**config.mk**
```make
export PLATFORM = sky130hd
export DESIGN_NAME = uart_rx_framer
export DESIGN_NICKNAME = d
export VERILOG_FILES = /design/src/rtl/uart_pkg.sv /design/src/rtl/uart_frame_buf.sv /design/src/rtl/uart_rx_framer.sv
export SDC_FILE = /design/constraint.sdc
export NUM_CORES = 1
export LEC_CHECK = 0
export ABC_AREA = 1
export CORE_MARGIN = 2
export CORE_UTILIZATION = 28
export CTS_CLUSTER_SIZE = 25
export DETAILED_ROUTE_END_ITERATION = 8
export PLACE_DENSITY = 0.42
export REMOVE_ABC_BUFFERS = 1
export SKIP_LAST_GASP = 1
export SLEW_MARGIN = 25
export SYNTH_ARGS = -nofsm -noshare
export SYNTH_HDL_FRONTEND = slang
export SYNTH_SLANG_ARGS = --single-unit
```
**constraint.sdc**
```tcl
create_clock -name clk -period 2.55 [get_ports clk]
set_input_delay 0.51 -clock clk [delete_from_list [all_inputs] [get_ports clk]]
set_output_delay 0.51 -clock clk [all_outputs]
set_load 0.05 [all_outputs]
```
**src/rtl/uart_pkg.sv**
```systemverilog
// Shared types and defaults for the UART receive-side packet framer.
package uart_pkg;

  typedef enum logic [2:0] {
    ST_HUNT,
    ST_LEN,
    ST_PAYLOAD,
    ST_CHECK,
    ST_DRAIN
  } framer_state_e;

  typedef enum logic [1:0] {
    ERR_CHECKSUM = 2'd0,
    ERR_LENGTH   = 2'd1,
    ERR_TIMEOUT  = 2'd2,
    ERR_LINE     = 2'd3
  } framer_err_e;

  localparam logic [7:0] SYNC_BYTE_DEFAULT = 8'hA5;

endpackage

```
**src/rtl/uart_frame_buf.sv**
```systemverilog
// Payload buffer: MAX_LEN x 8 register array, synchronous write, combinational read.
module uart_frame_buf #(
  parameter int MAX_LEN = 16,
  parameter int PTR_W   = 4
) (
  input  logic             clk,
  input  logic             i_we,
  input  logic [PTR_W-1:0] i_waddr,
  input  logic [7:0]       i_wdata,
  input  logic [PTR_W-1:0] i_raddr,
  output logic [7:0]       o_rdata
);

  logic [7:0] r_mem [MAX_LEN];

  always_ff @(posedge clk) begin
    if (i_we) r_mem[i_waddr] <= i_wdata;
  end

  assign o_rdata = r_mem[i_raddr];

endmodule

```
**src/rtl/uart_rx_framer.sv**
```systemverilog
// Frames the uart byte stream: SYNC, LEN, payload, CHK; buffers good payloads and
// releases them on a valid/ready stream, reporting dropped frames with a cause code.
module uart_rx_framer
  import uart_pkg::*;
#(
  parameter logic [7:0] SYNC_BYTE      = SYNC_BYTE_DEFAULT,
  parameter int         MAX_LEN        = 16,
  parameter int         TIMEOUT_CYCLES = 104160
) (
  input  logic       clk,
  input  logic       rst,
  input  logic       received,
  input  logic [7:0] rx_byte,
  input  logic       recv_error,
  output logic       out_valid,
  input  logic       out_ready,
  output logic [7:0] out_byte,
  output logic       out_last,
  output logic       frame_ok,
  output logic       frame_err,
  output logic [1:0] err_code,
  output logic       busy
);

  localparam int             PTR_W     = (MAX_LEN > 1) ? $clog2(MAX_LEN) : 1;
  localparam int             TO_W      = $clog2(TIMEOUT_CYCLES + 1);
  localparam logic [TO_W-1:0] TO_LAST  = TO_W'(TIMEOUT_CYCLES - 1);
  localparam logic [7:0]     MAX_LEN_B = 8'(MAX_LEN);

  framer_state_e    r_state;
  framer_err_e      r_err_code;
  logic [7:0]       r_len;
  logic [7:0]       r_acc;
  logic [PTR_W-1:0] r_wr_ptr;
  logic [PTR_W-1:0] r_rd_ptr;
  logic [TO_W-1:0]  r_to_cnt;
  logic             r_out_valid;
  logic [7:0]       r_out_byte;
  logic             r_out_last;
  logic             r_frame_ok;
  logic             r_frame_err;
  logic             r_busy;

  logic             w_we;
  logic [7:0]       w_sum;
  logic [7:0]       w_wr_cnt;
  logic [7:0]       w_rd_next;
  logic [PTR_W-1:0] w_raddr;
  logic [7:0]       w_rdata;
  logic             w_timeout;

  assign w_we      = (r_state == ST_PAYLOAD) && received && !recv_error;
  assign w_sum     = r_acc + rx_byte;
  assign w_wr_cnt  = 8'(r_wr_ptr);
  assign w_rd_next = 8'(r_rd_ptr) + 8'd1;
  // Read address looks one entry ahead while draining so out_byte can be reloaded on a handshake.
  assign w_raddr   = (r_state == ST_DRAIN) ? w_rd_next[PTR_W-1:0] : '0;
  assign w_timeout = (r_to_cnt == TO_LAST);

  uart_frame_buf #(
    .MAX_LEN (MAX_LEN),
    .PTR_W   (PTR_W)
  ) u_buf (
    .clk     (clk),
    .i_we    (w_we),
    .i_waddr (r_wr_ptr),
    .i_wdata (rx_byte),
    .i_raddr (w_raddr),
    .o_rdata (w_rdata)
  );

  always_ff @(posedge clk) begin
    if (rst) begin
      r_state     <= ST_HUNT;
      r_err_code  <= ERR_CHECKSUM;
      r_wr_ptr    <= '0;
      r_rd_ptr    <= '0;
      r_to_cnt    <= '0;
      r_out_valid <= 1'b0;
      r_out_byte  <= 8'd0;
      r_out_last  <= 1'b0;
      r_frame_ok  <= 1'b0;
      r_frame_err <= 1'b0;
      r_busy      <= 1'b0;
    end else begin
      r_frame_ok  <= 1'b0;
      r_frame_err <= 1'b0;
      case (r_state)
        ST_HUNT: begin
          if (received && rx_byte == SYNC_BYTE) begin
            r_state  <= ST_LEN;
            r_busy   <= 1'b1;
            r_acc    <= 8'd0;
            r_wr_ptr <= '0;
            r_to_cnt <= '0;
          end
        end
        ST_LEN, ST_PAYLOAD, ST_CHECK: begin
          // Line error outranks a byte in the same cycle; a byte outranks timeout expiry.
          if (recv_error) begin
            r_state     <= ST_HUNT;
            r_busy      <= 1'b0;
            r_frame_err <= 1'b1;
            r_err_code  <= ERR_LINE;
          end else if (received) begin
            r_to_cnt <= '0;
            case (r_state)
              ST_LEN: begin
                if (rx_byte == 8'd0 || rx_byte > MAX_LEN_B) begin
                  r_state     <= ST_HUNT;
                  r_busy      <= 1'b0;
                  r_frame_err <= 1'b1;
                  r_err_code  <= ERR_LENGTH;
                end else begin
                  r_len   <= rx_byte;
                  r_acc   <= rx_byte;
                  r_state <= ST_PAYLOAD;
                end
              end
              ST_PAYLOAD: begin
                r_acc    <= w_sum;
                r_wr_ptr <= r_wr_ptr + 1'b1;
                if (w_wr_cnt == r_len - 8'd1) r_state <= ST_CHECK;
              end
              default: begin
                if (w_sum == 8'd0) begin
                  r_state     <= ST_DRAIN;
                  r_frame_ok  <= 1'b1;
                  r_rd_ptr    <= '0;
                  r_out_valid <= 1'b1;
                  r_out_byte  <= w_rdata;
                  r_out_last  <= (r_len == 8'd1);
                end else begin
                  r_state     <= ST_HUNT;
                  r_busy      <= 1'b0;
                  r_frame_err <= 1'b1;
                  r_err_code  <= ERR_CHECKSUM;
                end
              end
            endcase
          end else if (w_timeout) begin
            r_state     <= ST_HUNT;
            r_busy      <= 1'b0;
            r_frame_err <= 1'b1;
            r_err_code  <= ERR_TIMEOUT;
          end else begin
            r_to_cnt <= r_to_cnt + 1'b1;
          end
        end
        ST_DRAIN: begin
          // Bytes arriving while the buffer is still draining are dropped as overrun.
          if (received) begin
            r_frame_err <= 1'b1;
            r_err_code  <= ERR_LINE;
          end
          if (r_out_valid && out_ready) begin
            if (r_out_last) begin
              r_out_valid <= 1'b0;
              r_out_last  <= 1'b0;
              r_state     <= ST_HUNT;
              r_busy      <= 1'b0;
            end else begin
              r_rd_ptr   <= w_rd_next[PTR_W-1:0];
              r_out_byte <= w_rdata;
              r_out_last <= (w_rd_next == r_len - 8'd1);
            end
          end
        end
        default: begin
          r_state <= ST_HUNT;
          r_busy  <= 1'b0;
        end
      endcase
    end
  end

  assign out_valid = r_out_valid;
  assign out_byte  = r_out_byte;
  assign out_last  = r_out_last;
  assign frame_ok  = r_frame_ok;
  assign frame_err = r_frame_err;
  assign err_code  = r_err_code;
  assign busy      = r_busy;

endmodule

```
==> reports/metrics.cfg <==
[critical_path]
cp_cell_sequence = ha_2, fa_1, or2_4, nor2_1, nand3_1, nor2_1, buf_4, nand3_4, nand2_8, nand3b_1, nand2_1, nor2_1
start_kind = flop
cp_slowest_cell = fa_1
reg2reg_slack_ns = 0.14
cp.arrival_ns = 2.76
max_stage_delay_ns = 0.46
cp_common_cell = nor2_1
cp_max_fo = 11
path_delay_family = simple AND/OR/NAND/NOR gates
startpoint = r_acc[0]
rr_endpoint = out_byte[7]
worstRegToRegCells = 12
crit_type = reg2reg
crit_buf_inv = 1
crit_required_ns = 2.90
cp.depth = 12
crit_end = out_byte[7]
r2r-start = r_acc[0]
worstSetupEndpointType = flop

[detailed_routing]
dr_total_vias = 7577
routed_wl_um = 28200
drtPass1Iterations = 5
antenna_left = 0
wl_per_cell_um = 17.1
viasPerCell = 4.61
drt_iter0_drc = 480
route.detailed.drc = 0

[cts]
clk_latency_ns = 0.45
htreeDepth = 4
clock_path_buffers = 2
root_buffer = clkbuf_16
numCtsBuffers = 17
cts_tree = built
clk_pin_slew_ns = 0.08
cts.sinks = 187

[global_route]
first_global_vias = 7505
gr-usage-met2_pct = 28.0
grt_start_max_net_pins = 39
use_met3_pct = 2.29
antenna_found_initial = 0
grt_overflow = 0
grt_use_met1_pct = 21.2
grt_pass1_wl_um = 44300
grt_busiest_layer = met2
grtUsageTotal_pct = 16.3

[floorplan]
die_x_um = 190
die_area_um2 = 35900
rows = 67
initial_core_util_pct = 28.6
die_height_um = 190
core_um2 = 33700
io_pins = 28

[place]
post-place-ws_ns = -0.682
gp_congestion = 0.811
dp_hpwl_um = 19000
dp_cells = 1610
port-buffer-count = 27
postPlaceCellArea_um2 = 10800

[sta]
tns_ns = 0
hold_viol_final = 0
period_needed_ns = 2.41
slew_headroom_pct = 48.6
finClkSkew_ns = 0.0126
rsz0062_at_grt = no
setup_viol_count_final = 0
final.setup.worst_slack_ns = 0.135
post-route-period-util_pct = 94.7
max_freq_mhz = 414
max_slew.worst_pin.slew_ns = 0.768
maxSlewViolCount = 0

[yosys]
synth_cells = 1100
synth_edf_count = 144
ys_types = 44
synthArstFlopShare_pct = 0
syn_area_um2 = 9640
ys_ff_latch = 187
synth-seq-area-share_pct = 53.8
post_synth.cell_area_avg_um2 = 8.76
synthFlopType = edfxtp_1
yosysWarnings = 0

[layout]
area_growth_pct = 18.9
antenna_cells = 0
fin_util_pct = 34.0
drive_gt1_share_pct = 12.4
nets = 1213
postLayoutCellArea_um2 = 11500
instances_no_fill = 1645

[run]
max-cap-violations = 0

[min_path]
hold_path.class = reg2reg

[outcome]
status = finished clean

[power]
vdd_ir_drop_max_mv = 0.630
leakage_nw = 4.65
powerDensity_nw_per_um2 = 799

## worst reg2reg max path: stages (launching register included)
cell and delay (ns):
edfxtp_1 0.38, ha_2 0.20, fa_1 0.46, or2_4 0.27, nor2_1 0.09, nand3_1 0.09
nor2_1 0.10, buf_4 0.13, nand3_4 0.18, nand2_8 0.19, nand3b_1 0.09, nand2_1 0.09
nor2_1 0.04
## final cells by class
class,instances,area (um^2)
multi-input cells,722,3680
repair buffers,104,886
well taps,448,561
flip-flops and latches,187,5190
clock inverters,14,154
fillers,3526,22200
clock buffers,18,429
inverters,152,573
## worst min-delay path by stage
| stage | from | endpoint | slack, ns | depth (start not counted) |
|---|---|---|---|---|
| final | out_byte[6] | out_byte[6] | 0.48 | 2 |
| after global routing | out_byte[2] | out_byte[2] | 0.49 | 2 |
| after CTS | out_byte[2] | out_byte[2] | 0.49 | 2 |
| after detailed placement | out_byte[3] | out_byte[3] | 0.48 | 2 |
| after global placement | out_byte[4] | out_byte[4] | 0.47 | 2 |
| after floorplan | r_to_cnt[6] | r_to_cnt[6] | 0.45 | 2 |
## power by group
group | total [W] | switching [W] | internal [W]
combinational | 0.00289 | 0.00194 | 0.000952
clock | 0.00271 | 0.00132 | 0.00139
sequential | 0.00356 | 0.000142 | 0.00342
total | 0.00916 | 0.00339 | 0.00577
## layer usage
metal	part of all wire, %	vias up
met2	49	104
met1	46	3598
met5	0	-
met3	2.8	22
met4	2.0	0
li1	-	3853
## cells in the final DEF (no fill, tap or decap), types with 3 or more instances in the layout
cell	count
o21ai_0	27
nor3b_1	4
nand3_4	3
nand3_2	3
nand2_1	221
nand2_4	3
buf_6	3
nand3_1	125
clkbuf_16	17
buf_4	72
nor2_1	137
ha_1	14
inv_8	3
xor2_1	15
nor3_1	22
clkinv_4	4
nand2_2	5
nor2_4	4
inv_1	145
inv_2	5
clkdlybuf4s50_1	25
dfxtp_1	42
edfxtp_1	144
inv_6	4
nand3b_1	10
o21ai_2	3
a21oi_1	44
nor2_2	6
nand4_1	54
## stage by stage
stage | power, W | hold slack, ns
final | 0.00916 | 0.481
after global routing | 0.00969 | 0.493
after CTS | 0.00929 | 0.490
after detailed placement | 0.00655 | 0.480
after global placement | 0.00656 | 0.473
after floorplan | 0.00533 | 0.452
## repair_timing
item | in CTS | in global routing
resized for setup | 9 | 6
hold buffers | 0 | 0
buffers inserted | 0 | 1
setup endpoints to repair | 16 | 20
gates cloned | 2 | 0
pin swaps | 10 | 6
## cell usage after synthesis, types with 10 or more instances
master | count | area [um^2]
inv_1 | 145 | 544
xor2_1 | 15 | 131
nand2_1 | 223 | 837
nand4_1 | 54 | 338
a21oi_1 | 44 | 220
edfxtp_1 | 144 | 4320
nor3_1 | 22 | 110
nor2_1 | 139 | 522
ha_1 | 15 | 188
dfxtp_1 | 43 | 861
buf_6 | 12 | 135
buf_2 | 16 | 80.1
nand3_1 | 126 | 631
o21ai_0 | 27 | 135
nand3b_1 | 10 | 75.1
## kinds of logic after synthesis
kind of cell | synth area share (%)
buffers and inverters | 8.76
AO/OA/AOI/OAI | 4.63
adder cells (fa/ha/maj) | 2.15
flip-flops | 53.8
XOR/XNOR | 1.54
AND/OR/NAND/NOR | 29.1
## registers in the layout, summed over array words and instances (netlist names)
name / cells
err_code: 2
r_wr_ptr: 4
u_buf.r_mem: 128
frame_err: 1
out_last: 1
r_len: 8
out_valid: 1
r_state: 3
out_byte: 8
r_to_cnt: 17
busy: 1
frame_ok: 1
r_rd_ptr: 4
r_acc: 8
Power figures use the tool's default switching activity.
==> patch 1, RTL diff (same flow settings) <==
The 5 states of `framer_state_e` get a one-hot encoding in 5 bits.
--- a/src/rtl/uart_pkg.sv
+++ b/src/rtl/uart_pkg.sv
@@ -1,12 +1,12 @@
 // Shared types and defaults for the UART receive-side packet framer.
 package uart_pkg;
 
-  typedef enum logic [2:0] {
-    ST_HUNT,
-    ST_LEN,
-    ST_PAYLOAD,
-    ST_CHECK,
-    ST_DRAIN
+  typedef enum logic [4:0] {
+    ST_HUNT    = 5'b00001,
+    ST_LEN     = 5'b00010,
+    ST_PAYLOAD = 5'b00100,
+    ST_CHECK   = 5'b01000,
+    ST_DRAIN   = 5'b10000
   } framer_state_e;
 
   typedef enum logic [1:0] {
Formal check against the unedited RTL: no difference found for any inputs over 4 cycles, from zero or initial values and one cycle with rst high; so few cycles prove little.
==> patch 1 against the unedited design <==
Power is 16% lower; area after synthesis is 2.7% lower; sequential cell count is 2 higher; maximum frequency is 5.1% higher; non-clock buffer count is 3 lower; design area is 0.89% lower; sequential share of layout area is 0.75 points higher; combinational power is 48% lower; die area is 2.7% lower; critical path depth is 4 higher; wire length is 9.0% lower; global-route usage is 1.2 points lower; worst setup slack better by 0.12 ns; critical endpoint is now err_code[0]; largest cell class unchanged; largest power group unchanged.
==> patch 1: results (changes against the unedited design) <==
outcome=finished clean; worst slack on hold paths=0.4786 ns (-0.002450 ns); Peak VDD IR=471.6 uV (-25%); share of synthesized cell area in full adder, half adder and majority cells=0.02215 (+0.0006007); r2r worst-path depth=15 (+3); period utilisation layout=0.9006 (-0.04638); WL met2=12.98 mm (-5.8%); XOR/XNOR Fraction of Synth Area=0.01307 (-0.002371); worst setup skew after layout=0.01411 ns (+0.001480 ns); placer congestion estimate=0.8145 (+0.48%); placed wire-length estimate after detailed placement=17.41 mm (-8.5%); M3 GR Usage=0.02420 (+0.001329); ratio of cells with drive above 1 in the final layout=0.1240 (-0.0004536); Routed met3 length=452 um (-43%); standard cell with the maximum stage delay on the critical path=sky130_fd_sc_hd__fa_2; wire length of the first global-routing pass=40.88 mm (-7.8%); Clk Tree Root Cell=sky130_fd_sc_hd__clkbuf_16; Critical Path AT=2.63 ns (-0.13 ns); Commonest cells post-synth=sky130_fd_sc_hd__nand2_1 (230), sky130_fd_sc_hd__edfxtp_1 (144), sky130_fd_sc_hd__inv_1 (140), sky130_fd_sc_hd__nor2_1 (110), sky130_fd_sc_hd__nand3_1 (103); end point of the most critical hold path=busy; share of the synthesized area in compound gates (AO/OA/AOI/OAI)=0.08738 (+0.04105); portion of the post-synthesis area used by sequential elements=0.5571 (+0.01926); Starting DRT DRC Count=478 (-0.42%); number of placed cells counting well taps=1566 (-2.7%); capture point of the worst reg-to-reg path=err_code[0]; Net count, final=1169 (-3.6%); transition time at the pin with the least slew margin=0.5470 ns (-0.2214 ns); Crit path largest cell delay=0.40 ns (-0.06 ns); largest net degree at the start of global routing=73 (+87%); average via count per standard cell=4.493 (-2.5%); Leak=0.004468 uW (-4.0%); grt met2 use=0.2687 (-0.01156); Worst Min Path Start=busy; met1 GRT Util=0.1926 (-0.01944); instance area after placement=0.01065 mm^2 (-1.3%); Metal-1 WL=11.99 mm (-7.9%); worst setup path startpoint=rx_byte[0]; worst r2r src=r_acc[0]; average wire per standard cell=16.00 um (-6.5%); Post-Route WL=25.62 mm (-9.0%); worst setup timing slack at the placement stage=-0.6029 ns (+0.07926 ns); Avg Synthesized Cell Area=8.924 um^2 (+1.8%); cells taking the most area after synthesis=sky130_fd_sc_hd__edfxtp_1 (46%), sky130_fd_sc_hd__dfxtp_1 (9.6%), sky130_fd_sc_hd__nand2_1 (9.2%); Crit Path Class=in2reg; distinct cell type count after synthesis=41 (-6.8%); global-route total usage across every layer=0.1513 (-0.01199); Critical Path Fanout Max=5 (-6); clock latency at the later pin of the worst-skew pair=0.44 ns; Worst R2R Setup Slack=0.26 ns (+0.12 ns)
==> patch 1: cell count changes after synthesis, sizes merged, moves of 7 or more <==
cell	change
nand4	-37
a21oi	+9
buf	-10
nand3	-22
o211ai	+34
nand2	+7
o21ai	+15
nor3	-7
nor2	-30
==> patch 1: repair_timing <==
action,4_1_cts,5_1_grt
gates cloned,1,2
hold buffers,0,0
endpoints found under the setup margin,14,29
resized for setup,2,16
pin swaps,0,3
hold endpoints to repair,0,0
==> patch 1: final cells by class <==
cell class / count / area (um^2)
sequential: 189 / 5225
timing repair buffer: 101 / 907.1
fill: 3495 / 21920
clock inverter: 13 / 153.9
multi-input combinational: 683 / 3527
clock buffer: 19 / 432.9
inverter: 148 / 558.0
tap: 448 / 560.5
==> patch 1: where the power goes <==
group          internal, uW  switching, uW
sequential             3410           75.4
clock                  1480           1270
combinational           581            925
total                  5470           2270
==> patch 2, RTL diff (same settings) <==
Made on the original files. Set the parameter `TIMEOUT_CYCLES` to 416640 (it was 104160).
--- a/src/rtl/uart_rx_framer.sv
+++ b/src/rtl/uart_rx_framer.sv
@@ -5,7 +5,7 @@
 #(
   parameter logic [7:0] SYNC_BYTE      = SYNC_BYTE_DEFAULT,
   parameter int         MAX_LEN        = 16,
-  parameter int         TIMEOUT_CYCLES = 104160
+  parameter int         TIMEOUT_CYCLES = 416640
 ) (
   input  logic       clk,
   input  logic       rst,
Behaviour: no difference found for any inputs over 4 cycles, from zero or initial values and one cycle with rst high; that may be too few to reach the edited logic, so the function may still have changed.
==> patch 2 against the unedited design <==
Design area is 2.2% lower; sequential cell count is 2 higher; utilization is 0.54 points higher; critical path depth is 2 higher; count of clock-buffer cells in the layout stayed put; largest power group unchanged; wire length is 7.8% lower; area after synthesis is 4.3% lower; power is 5.0% lower; worst setup slack worse by 0.082 ns.
==> patch 2: results (changes against the unedited design) <==
outcome=finished clean; Non-Clock Buffer Area Fraction=0.09035 (+0.01310); Critical Path AT=2.83 ns (+0.07 ns); switching power total=2888 uW (-15%); worst setup timing slack at the placement stage=-0.7237 ns (-0.04156 ns); final-layout fill cell count=3362 (-4.7%); XOR/XNOR Fraction of Synth Area=0.01424 (-0.001205); combinational power share=0.288 (-0.028); placed wire-length estimate after detailed placement=18.33 mm (-3.7%); Leak=0.004361 uW (-6.2%); biggest registers after layout=u_buf.r_mem (128), r_to_cnt (19); ratio of cells with drive above 1 in the final layout=0.1315 (+0.007010); share of synthesized cell area in full adder, half adder and majority cells=0.02251 (+0.0009671); worst slew margin relative to its limit=0.5432 (+0.05670); clock network contribution to total cell area=0.05075 (-0.00009293); average via count per standard cell=4.446 (-3.5%); placer congestion estimate=0.8218 (+1.4%); global-route total usage across every layer=0.1598 (-0.003449); Worst R2R Setup Slack=0.05 ns (-0.08 ns); portion of the post-synthesis area used by sequential elements=0.5663 (+0.02848); Post-Route WL=25.97 mm (-7.8%); count of multi-input combinational gates=714 (-1.1%); Critical Path Fanout Max=6 (-5); number of optimization iterations in the first detailed-route pass=4 (-1); worst setup skew after layout=0.01189 ns (-0.0007323 ns); Starting DRT DRC Count=447 (-6.9%); share of the final layout cell area in multi-input gates=0.3083 (-0.01248); share of the synthesized area in compound gates (AO/OA/AOI/OAI)=0.06374 (+0.01740); cells taking the most area after synthesis=sky130_fd_sc_hd__edfxtp_1 (47%), sky130_fd_sc_hd__nand2_1 (10%), sky130_fd_sc_hd__dfxtp_1 (9.8%); r2r worst-path depth=14 (+2); Net count, final=1173 (-3.3%); distinct cell type count after synthesis=41 (-6.8%)
-- patch 2: changes by cell type in the layout (fill, tap and decap cells not counted), sizes merged, moves of 12 or more --
| cell | delta |
|---|---|
| nand4 | -39 |
| inv | -50 |
| nand2 | +19 |
| o21ai | +22 |
| nand3 | -16 |
| buf | +12 |
-- patch 2: stage by stage --
stage          total power [uW]  utilization  instance area (um^2)  hold WS, ns  TNS (ns)
5_1_grt                    9221       0.3456                 11220       0.5182   -0.7759
6_report                   8704       0.3456                 11220       0.4929         0
3_3_place_gp               6128       0.3244                 10530       0.4787    -31.94
2_1_floorplan              4983            -                  9025       0.4522   -0.5406
3_5_place_dp               6129       0.3244                 10530       0.4827    -29.74
4_1_cts                    8804       0.3441                 11170       0.5051   -0.1387
-- patch 2: worst max-delay path by stage --
stage,startpoint,endpoint,slack [ns],depth (start not counted)
5_1_grt,r_acc[0],out_byte[0],-0.11,14
3_5_place_dp,rx_byte[0],out_byte[7],-0.72,14
4_1_cts,r_acc[0],out_byte[0],-0.04,13
3_3_place_gp,rx_byte[0],out_byte[7],-0.72,14
2_1_floorplan,rx_byte[0],r_rd_ptr[0],-0.07,11
6_report,r_acc[0],out_byte[0],0.05,14
-- patch 2: per-layer routing --
metal  share of wire  wire (um)  track usage  up-vias
met5               0          0            0        -
met4           0.010        265      0.04762        0
met3           0.019        499      0.02328       13
met2            0.51      13350       0.2891       82
met1            0.46      11850       0.1960     3325
li1                -          -            -     3685
-- patch 2: what timing repair did --
action / CTS / global route
cloned: 1 / 0
resized for setup: 5 / 16
setup endpoints to repair: 19 / 26
pin swaps: 1 / 11
buffers inserted: 3 / 2
hold buffers: 0 / 0
